==> src/rtl/hostbus_bridge.sv <==
// hostbus_bridge
//   Bridges an asynchronous 8-bit host strobe bus (nrd/nwr/ncs) onto a 16-bit
//   internal request/acknowledge bus. Host writes are posted through a FIFO.
//   Host reads are issued as RDCMD commands and are ordered behind any queued
//   writes. A vsync pulse and a "FIFO drained" event can raise int_sig.
// Ports
//   clk, nrst                  system clock, asynchronous active-low reset
//   nrd, nwr, ncs              asynchronous active-low host strobes
//   ext_address, ext_data_in   host register select and write data
//   ext_data_out               registered host read data
//   wait_sig                   host stall (full FIFO, or RDATA read while a read is outstanding)
//   int_sig                    registered interrupt
//   vsync_in                   frame pulse, synchronous to clk
//   int_req, int_we            internal request and write qualifier
//   int_address, int_data_out  internal address and write data
//   int_ack, int_data_in       one-cycle completion and read data
module hostbus_bridge #(
  parameter int EXT_AW      = 4,
  parameter int INT_AW      = 16,
  parameter int FIFO_DEPTH  = 8,
  parameter int SYNC_STAGES = 2
) (
  input  logic              clk,
  input  logic              nrst,
  input  logic              nrd,
  input  logic              nwr,
  input  logic              ncs,
  input  logic [EXT_AW-1:0] ext_address,
  input  logic [7:0]        ext_data_in,
  output logic [7:0]        ext_data_out,
  output logic              wait_sig,
  output logic              int_sig,
  input  logic              vsync_in,
  output logic              int_req,
  output logic              int_we,
  output logic [INT_AW-1:0] int_address,
  output logic [15:0]       int_data_out,
  input  logic              int_ack,
  input  logic [15:0]       int_data_in
);

  localparam int PW = $clog2(FIFO_DEPTH);

  localparam logic [31:0] REG_ADDR_LO  = 32'd0;
  localparam logic [31:0] REG_ADDR_HI  = 32'd1;
  localparam logic [31:0] REG_DATA_LO  = 32'd2;
  localparam logic [31:0] REG_DATA_HI  = 32'd3;
  localparam logic [31:0] REG_CTRL     = 32'd4;
  localparam logic [31:0] REG_STATUS   = 32'd5;
  localparam logic [31:0] REG_RDCMD    = 32'd6;
  localparam logic [31:0] REG_RDATA_LO = 32'd7;
  localparam logic [31:0] REG_RDATA_HI = 32'd8;

  typedef enum logic [1:0] {S_IDLE, S_WRITE, S_READ} state_t;

  typedef struct packed {
    logic [INT_AW-1:0] addr;
    logic [15:0]       data;
  } entry_t;

  // ---------------- strobe synchronisers and edge detection ----------------
  logic [SYNC_STAGES-1:0] nrd_sync, nwr_sync, ncs_sync;
  logic wr_n_q, rd_n_q;
  logic ncs_s, wr_n, rd_n, wr_evt, rd_evt;

  // NOTE: every clocked process uses non-blocking assignments so all flops
  // sample the same pre-edge values regardless of process ordering.
  always_ff @(posedge clk or negedge nrst) begin
    if (!nrst) begin
      nrd_sync <= '1;
      nwr_sync <= '1;
      ncs_sync <= '1;
      wr_n_q   <= 1'b1;
      rd_n_q   <= 1'b1;
    end else begin
      nrd_sync <= {nrd_sync[SYNC_STAGES-2:0], nrd};
      nwr_sync <= {nwr_sync[SYNC_STAGES-2:0], nwr};
      ncs_sync <= {ncs_sync[SYNC_STAGES-2:0], ncs};
      wr_n_q   <= wr_n;
      rd_n_q   <= rd_n;
    end
  end

  assign ncs_s  = ncs_sync[SYNC_STAGES-1];
  assign wr_n   = ncs_s | nwr_sync[SYNC_STAGES-1];
  assign rd_n   = ncs_s | nrd_sync[SYNC_STAGES-1];
  assign wr_evt = wr_n_q & ~wr_n;
  assign rd_evt = rd_n_q & ~rd_n;

  logic [31:0] sel;
  assign sel = 32'(ext_address);

  // ---------------- register state ----------------
  logic [INT_AW-1:0] addr, rd_addr, rd_req_addr;
  logic [15:0]       addr16, rdata;
  logic [7:0]        data_lo, ctrl, hold_hi, rd_mux, status;
  logic              hold_wr, hold_rd, hold_sel_hi;
  logic              rd_pend, rd_valid, vs_pend, dr_pend, vsync_q;
  state_t            state, state_next;

  // ---------------- write FIFO ----------------
  entry_t            mem [FIFO_DEPTH];
  logic [PW-1:0]     wptr, rptr;
  logic [PW:0]       count;
  logic              full, empty, push, pop, drain, rd_done;
  entry_t            head;

  assign full  = (count == (PW+1)'(FIFO_DEPTH));
  assign empty = (count == '0);
  assign head  = mem[rptr];

  // A DATA_HI write that meets a full FIFO is held until a slot frees up.
  logic wr_hi_req, rd_78_evt, rd_78_req, serve_78, cur_sel_hi;
  logic [7:0] push_hi;
  assign wr_hi_req  = (wr_evt && sel == REG_DATA_HI) || hold_wr;
  assign push       = wr_hi_req & ~full;
  assign push_hi    = hold_wr ? hold_hi : ext_data_in;
  assign pop        = (state == S_WRITE) & int_ack;
  assign rd_done    = (state == S_READ) & int_ack;
  assign drain      = pop & ~push & (count == (PW+1)'(1));

  // RDATA reads are held while a read command is still outstanding.
  assign rd_78_evt  = rd_evt && (sel == REG_RDATA_LO || sel == REG_RDATA_HI);
  assign rd_78_req  = rd_78_evt | hold_rd;
  assign serve_78   = rd_78_req & ~rd_pend;
  assign cur_sel_hi = hold_rd ? hold_sel_hi : (sel == REG_RDATA_HI);

  assign wait_sig = ~ncs_s & ((wr_hi_req & full) | (rd_78_req & rd_pend));

  // NOTE: the FIFO storage carries no reset; validity is tracked solely by
  // the pointers and count, which are reset.
  always_ff @(posedge clk) begin
    if (push) mem[wptr] <= '{addr: addr, data: {push_hi, data_lo}};
  end

  always_ff @(posedge clk or negedge nrst) begin
    if (!nrst) begin
      wptr  <= '0;
      rptr  <= '0;
      count <= '0;
    end else begin
      if (push) wptr <= wptr + 1'b1;
      if (pop)  rptr <= rptr + 1'b1;
      count <= count + (PW+1)'(push) - (PW+1)'(pop);
    end
  end

  // ---------------- host register file ----------------
  assign addr16 = 16'(addr);
  assign status = {3'b000, rd_valid, dr_pend, vs_pend, full, empty};

  // NOTE: defaults first so every path assigns rd_mux and no latch is inferred.
  always_comb begin
    rd_mux = 8'h00;
    case (sel)
      REG_ADDR_LO:  rd_mux = addr16[7:0];
      REG_ADDR_HI:  rd_mux = addr16[15:8];
      REG_DATA_LO:  rd_mux = data_lo;
      REG_CTRL:     rd_mux = ctrl;
      REG_STATUS:   rd_mux = status;
      REG_RDATA_LO: rd_mux = rdata[7:0];
      REG_RDATA_HI: rd_mux = rdata[15:8];
      default:      rd_mux = 8'h00;
    endcase
  end

  logic rdcmd, status_wr;
  assign rdcmd     = wr_evt && sel == REG_RDCMD;
  assign status_wr = wr_evt && sel == REG_STATUS;

  always_ff @(posedge clk or negedge nrst) begin
    if (!nrst) begin
      addr         <= '0;
      data_lo      <= '0;
      ctrl         <= '0;
      hold_wr      <= 1'b0;
      hold_hi      <= '0;
      hold_rd      <= 1'b0;
      hold_sel_hi  <= 1'b0;
      rd_pend      <= 1'b0;
      rd_valid     <= 1'b0;
      rd_addr      <= '0;
      rd_req_addr  <= '0;
      rdata        <= '0;
      vs_pend      <= 1'b0;
      dr_pend      <= 1'b0;
      vsync_q      <= 1'b0;
      int_sig      <= 1'b0;
      ext_data_out <= '0;
      state        <= S_IDLE;
    end else begin
      state   <= state_next;
      vsync_q <= vsync_in;

      if (wr_evt && sel == REG_ADDR_LO)
        addr <= INT_AW'({addr16[15:8], ext_data_in});
      else if (wr_evt && sel == REG_ADDR_HI)
        addr <= INT_AW'({ext_data_in, addr16[7:0]});
      else
        addr <= addr + INT_AW'(push ? ctrl[7:4] : 4'd0)
                     + INT_AW'(rd_done ? ctrl[7:4] : 4'd0);

      if (wr_evt && sel == REG_DATA_LO) data_lo <= ext_data_in;
      if (wr_evt && sel == REG_CTRL)    ctrl    <= ext_data_in;
      if (wr_evt && sel == REG_DATA_HI) hold_hi <= ext_data_in;
      hold_wr <= wr_hi_req & full;

      // A new RDCMD overrides completion of an older one in the same cycle.
      rd_pend  <= rdcmd | (rd_pend & ~rd_done);
      rd_valid <= ~rdcmd & (rd_done | rd_valid);
      if (rdcmd)   rd_addr <= addr;
      if (rd_done) rdata   <= int_data_in;
      if (state == S_IDLE && state_next == S_READ) rd_req_addr <= rd_addr;

      // Set beats a simultaneous clear.
      vs_pend <= (vsync_in & ~vsync_q) | (vs_pend & ~(status_wr & ext_data_in[2]));
      dr_pend <= drain | (dr_pend & ~(status_wr & ext_data_in[3]));
      int_sig <= (vs_pend & ctrl[0]) | (dr_pend & ctrl[1]);

      hold_rd <= rd_78_req & rd_pend;
      if (rd_78_evt) hold_sel_hi <= (sel == REG_RDATA_HI);
      if (rd_evt && !rd_78_evt)
        ext_data_out <= rd_mux;
      else if (serve_78)
        ext_data_out <= cur_sel_hi ? rdata[15:8] : rdata[7:0];
    end
  end

  // ---------------- internal bus FSM ----------------
  always_comb begin
    state_next   = state;
    int_req      = 1'b0;
    int_we       = 1'b0;
    int_address  = '0;
    int_data_out = '0;
    case (state)
      S_IDLE: begin
        if (!empty)       state_next = S_WRITE;
        else if (rd_pend) state_next = S_READ;
      end
      S_WRITE: begin
        int_req      = 1'b1;
        int_we       = 1'b1;
        int_address  = head.addr;
        int_data_out = head.data;
        if (int_ack) state_next = S_IDLE;
      end
      S_READ: begin
        int_req     = 1'b1;
        int_address = rd_req_addr;
        if (int_ack) state_next = S_IDLE;
      end
      default: state_next = S_IDLE;
    endcase
  end

endmodule

==> config.mk <==
export PLATFORM = sky130hd
export DESIGN_NAME = hostbus_bridge
export DESIGN_NICKNAME = d
export VERILOG_FILES = /design/src/rtl/hostbus_bridge.sv
export SDC_FILE = /design/constraint.sdc
export NUM_CORES = 1
export LEC_CHECK = 0
export BUFFER_PORTS_ARGS = -buffer_cell sky130_fd_sc_hd__buf_2
export CORE_ASPECT_RATIO = 0.9
export CORE_MARGIN = 5
export CORE_UTILIZATION = 66
export CTS_CLUSTER_DIAMETER = 120
export CTS_CLUSTER_SIZE = 40
export DETAILED_ROUTE_END_ITERATION = 7
export PLACE_DENSITY = 0.84
export SYNTH_ARGS = -nofsm -noshare
export SYNTH_HDL_FRONTEND = slang
export SYNTH_SLANG_ARGS = --single-unit
==> constraint.sdc <==
create_clock -name clk -period 14.73 [get_ports clk]
set_clock_uncertainty 0.05 [all_clocks]
set_input_delay 1.473 -clock clk [delete_from_list [all_inputs] [get_ports clk]]
set_output_delay 1.473 -clock clk [all_outputs]
set_load 0.05 [all_outputs]
; ---- Word-level counts from Yosys, hierarchy flattened
; Memory sizes are Yosys's and may differ from the RTL's.
; Index checks and enable logic that the tools add are counted.
[op_classes]
n_addsub = 6
n_mul = 0
div = 0
n_lt_le_gt_ge = 0
n_eq_ne = 14
n_shift = 0
muxes = 20
bitwise_logic = 40
reduce_logical = 18
[op_table]
columns = operator, count
row1 = case mux 8 bit (7 select lines), 1
row2 = two-way mux 8 bit, 5
row3 = adder 16 x 4 -> 16 bit, 2
row4 = zero test 32 bit, 1
row5 = two-way mux 16 bit, 2
row6 = case mux 16 bit (2 select lines), 1
row7 = bitwise AND 1 bit, 20
row8 = == test 4 x 3 -> 1 bit (second input constant), 4
row9 = NOT 1 bit, 11
row10 = logical AND 1 bit, 10
row11 = OR 1 bit, 9
row12 = == test 4 x 1 -> 1 bit (second input constant), 2
row13 = == test 4 x 2 -> 1 bit (second input constant), 2
row14 = == test 4 bit (second input constant), 2
row15 = two-way mux 4 bit, 2
row16 = adder 3 x 1 -> 3 bit (second input constant), 2
row17 = two-way mux 2 bit, 3
row18 = two-way mux 1 bit, 5
row19 = adder 4 x 1 -> 4 bit, 1
row20 = == test 2 bit (second input constant), 2
row21 = zero test 4 bit, 1
row22 = case mux 2 bit (2 select lines), 1
row23 = subtractor 4 x 1 -> 4 bit, 1
row24 = == test 2 x 1 -> 1 bit (second input constant), 1
row25 = other kinds (6), 7
[totals]
reg_bits = 125
latch_bits = 0
mem_bits_rw = 256
mem_bits_ro = 0
input_bits = 35
elab_cells = 126
memories = 1
[memory_table]
columns = memory, depth, word_bits, read_ports, rd_clocked_by_memory_dff, write_ports, line_no
row1 = mem, 8, 32, 1, 0, 1, 102  ; entry_t mem [FIFO_DEPTH];

; ---- Logic depth before layout (Yosys ltp)
[logic_depth]
depth_word = 11
mapped_depth = 14

; ---- Least setup slack after synthesis
; Ideal clock, no wire load.
[synth_path]
path_kind = input port to flip-flop
startpoint = in ext_address[3]
endpoint = mem mem[0][0] (netlist name), enable pin
arrival_time_ps = 5531
t_required_ps = 14179
setup_slack_ps = 8648
path_stages = 5
path_buffers = 1
cell_sequence = buf_4 > nor4_4 > o21a_4 > inv_4 > nor4_1
[synth_via]
elab_chain_len = 6
[synth_lines]
columns = element, line_no
row1 = from (decl), 28  ; input logic [EXT_AW-1:0] ext_address,
row2 = == test 4 x 2 -> 1 bit, 115  ; assign wr_hi_req = (wr_evt && sel == REG_DATA_HI) || hold_wr;
row3 = logical AND 1 bit, 115
row4 = logical OR 1 bit, 115
row5 = bitwise AND 1 bit, 116  ; assign push = wr_hi_req & ~full;
row6 = two-way mux 1 bit, 133  ; if (push) mem[wptr] <= '{addr: addr, data: {push_hi, data_lo}};
row7 = two-way mux 1 bit (not written as such), 133
row8 = to (decl), 102
; Every way passes these cells.

; ---- Worst setup path in the final report
[layout_path]
startpoint = reg rptr[0]
endpoint = out int_address[14]
[layout_via]
elab_chain_len = 2
[layout_lines]
columns = element, line_no
row1 = from (decl), 103  ; logic [PW-1:0] wptr, rptr;
row2 = from (signal assigned), 143  ; if (pop) rptr <= rptr + 1'b1;
row3 = memory (8 x 32 bit), --
row4 = case mux 16 bit (2 select lines), 236  ; case (state)
row5 = to (decl), 36  ; output logic [INT_AW-1:0] int_address,
; Every way passes these cells.

==> impl_metrics.toml <==
[status]
status = "finished, final reports clean"

[clock_network]
cts.htree.levels = 1
clock_tree.root_cell = "clkbuf_16"
post_cts_buffers = 0
numCtsBuffers = 13
cts_hold_buf = 0
cts_resized = 0
cts.path.max_buffers = 3
cts_tree = "built"
cts.sinks = 381
clock_latency_ns = 0.52
clkTransAtPathRegs_ns = 0.15

[global_routing]
gr-usage-met3_pct = 3.471
busiest_layer = "met2"
grt_overflow_total = 0
grt_start_max_net_pins = 67
grt_pass1_vias = 8959
grtUsageTotal_pct = 24.70
grtUsageMet1_pct = 37.98
grt_pass1_wl_um = 53140
antenna_found_initial = 2
grt_util_met2_pct = 39.25

[final_layout]
fin_util_pct = 71.42
fill_cells = 1516
diodes = 0
final_layout_size_suffix_gt1_share_pct = 30.52
syn_to_final_growth_pct = 6.804
nNetsFinal = 1056
fin_area_mm2 = 0.01732

[sta]
finalWorstPathRequiredPeriod_ns = 4.983
rsz0062_at_grt = "false"
fin_hold_ws_ns = 0.2771
maxSlewHeadroom_pct = 18.43
min_period_over_period_pct = 33.83
max_freq_mhz = 200.7
worstMarginPinSlew_ns = 1.224
maxSlewViolCount = 0
hold_violations = 0
setup_viol = 0
setup-tns-final_ns = 0

[drt]
drt-pass1-iter-count = 5
post_drt_wl_per_cell_um = 25.88
drt.antenna.violating_nets = 0
drcViolationCount = 0
vias_per_cell = 6.626
drtIter0Drc = 1050
vias = 8706
wl_um = 34010

[critical_path]
r2r_start = "wr_n_q$_DFF_PN1_"
r2r_end = "addr[10]$_DFFE_PN0N_"
crit_required_ns = 13.21
cp.arrival_ns = 3.46
start_kind = "flop"
crit_fanout = 50
r2r_cells = 11
setup.worst_path.class = "reg -> out"
regToRegSetupSlack_ns = 10.44
cp-end-kind = "primary output"

[synthesis]
synth.distinct_cells = 67
synth-seq-cells = 381
synth_common_cells = "256 x edfxtp_1, 117 x dfrtp_1, 96 x mux2_2"
ys_warn_count = 0
synth_flop_cell = "edfxtp_1"
synth_area_per_cell_um2 = 17.27
synthesis.instances = 939
synth_top_area_share_pct = 47.40
syn_area_mm2 = 0.01622
synth-edff-count = 256
yosysMostFrequentCell = "edfxtp_1"
yosysTopAreaCell = "edfxtp_1"
synth_area_leaders = "edfxtp_1 47%, dfrtp_1 18%, mux4_2 8.9%, mux2_2 6.7%, mux2i_1 1.9%"
ys_seq_area_share_pct = 66.74
async_flop_share_pct = 32.81
syn_nets = 996

[floorplanning]
die_h_um = 158.7
core_mm2 = 0.02426
pin_count = 79
dieArea_mm2 = 0.02781
start_util_pct = 66.87
row_count = 54
die_w_um = 175.2

[place]
hpwl_um = 20670
gp_congestion = 0.8956
dpl_cell_area_mm2 = 0.01694
port_buffers = 78

[pwr]
power_density_mw_per_mm2 = 160.7
power_uw = 2785
vdd_drop_max_v = 0.0001232
p_leak_uw = 0.006522

[run]
cap_violations = 0

[worst_hold_path]
hold_class = "reg -> reg"
worstHoldEndpoint = "ncs_sync[1]$_DFF_PN1_"
min_from = "ncs_sync[0]$_DFF_PN1_"
hold_depth = 0
## registers in the layout (all words and copies together), names as in the netlist, 3 cells and up
name	count
count	4
rd_req_addr	16
data_lo	8
rdata	16
rptr	3
hold_hi	8
rd_addr	16
ctrl	8
addr	16
wptr	3
ext_data_out	8
mem	256
## cells in the final DEF (no fill, tap or decap), types with 20 or more instances in the layout
| master | instances |
|---|---|
| edfxtp_1 | 256 |
| dfrtp_1 | 114 |
| mux2_2 | 96 |
| buf_2 | 77 |
| mux4_2 | 64 |
| nor2b_1 | 39 |
| mux2i_1 | 31 |
| nand2_1 | 28 |
| a22oi_1 | 27 |
| o21ai_0 | 23 |
| inv_1 | 20 |
## cells by family after synthesis
| family | synth area share (%) |
|---|---|
| multiplexers | 18.17 |
| buffers and inverters | 1.952 |
| AND/OR/NAND/NOR | 5.716 |
| flip-flops | 66.74 |
| adder cells (fa/ha/maj) | 1.975 |
| AO/OA/AOI/OAI | 4.736 |
| XOR/XNOR | 0.7020 |
## where the power goes
| group | leakage, µW | switching [µW] | internal [µW] |
|---|---|---|---|
| Sequential | 0.00396 | 162 | 1250 |
| Combinational | 0.00238 | 520 | 379 |
| Clock | 0.000183 | 302 | 174 |
## worst max-delay path by stage
stage                             start              endpoint  slack, ns
global placement         ext_address[1]  addr[10]$_DFFE_PN0N_       9.50
CTS                 rptr[0]$_DFFE_PN0P_       int_address[14]       9.62
floorplan                ext_address[3]   mem[0][0]$_DFFE_PP_       8.65
global route        rptr[0]$_DFFE_PN0P_       int_address[10]       9.45
finish              rptr[0]$_DFFE_PN0P_       int_address[14]       9.75
detailed placement       ext_address[1]  addr[10]$_DFFE_PN0N_       9.42
## routing by layer
metal / wire length [µm] / share of wire [%] / up-vias
met4: 718 / 2.1 / 4
met2: 16380 / 48 / 375
met1: 14290 / 42 / 4523
li1: - / - / 3752
met3: 2607 / 7.7 / 52
met5: 14 / 0.041 / -
## area by class of cell
type | instances | area, µm² | share of cell area (%)
clock buffers | 20 | 351.6 | 2.030
clock inverters | 2 | 28.78 | 0.1661
inverters | 21 | 81.33 | 0.4695
multi-input cells | 488 | 5129 | 29.61
flip-flops and latches | 381 | 10830 | 62.54
well taps | 308 | 385.4 | 2.225
repair buffers | 94 | 513.0 | 2.961
## stage by stage
step                      std cells  worst slack [ns]
after global routing           1314             9.447
after detailed placement       1292             9.425
final                          1314             9.747
after CTS                      1314             9.623
after global placement         1292             9.504
after floorplan                 939             8.648
## critical path, cell delays in order, from the launching register on
cell	delay, ns
dfrtp_4	0.66
buf_4	0.81
mux4_2	0.61
mux2_2	0.28
a22oi_1	0.22
nor2b_1	0.09
buf_2	0.22
Note: power is estimated with default switching activity, not from simulation.
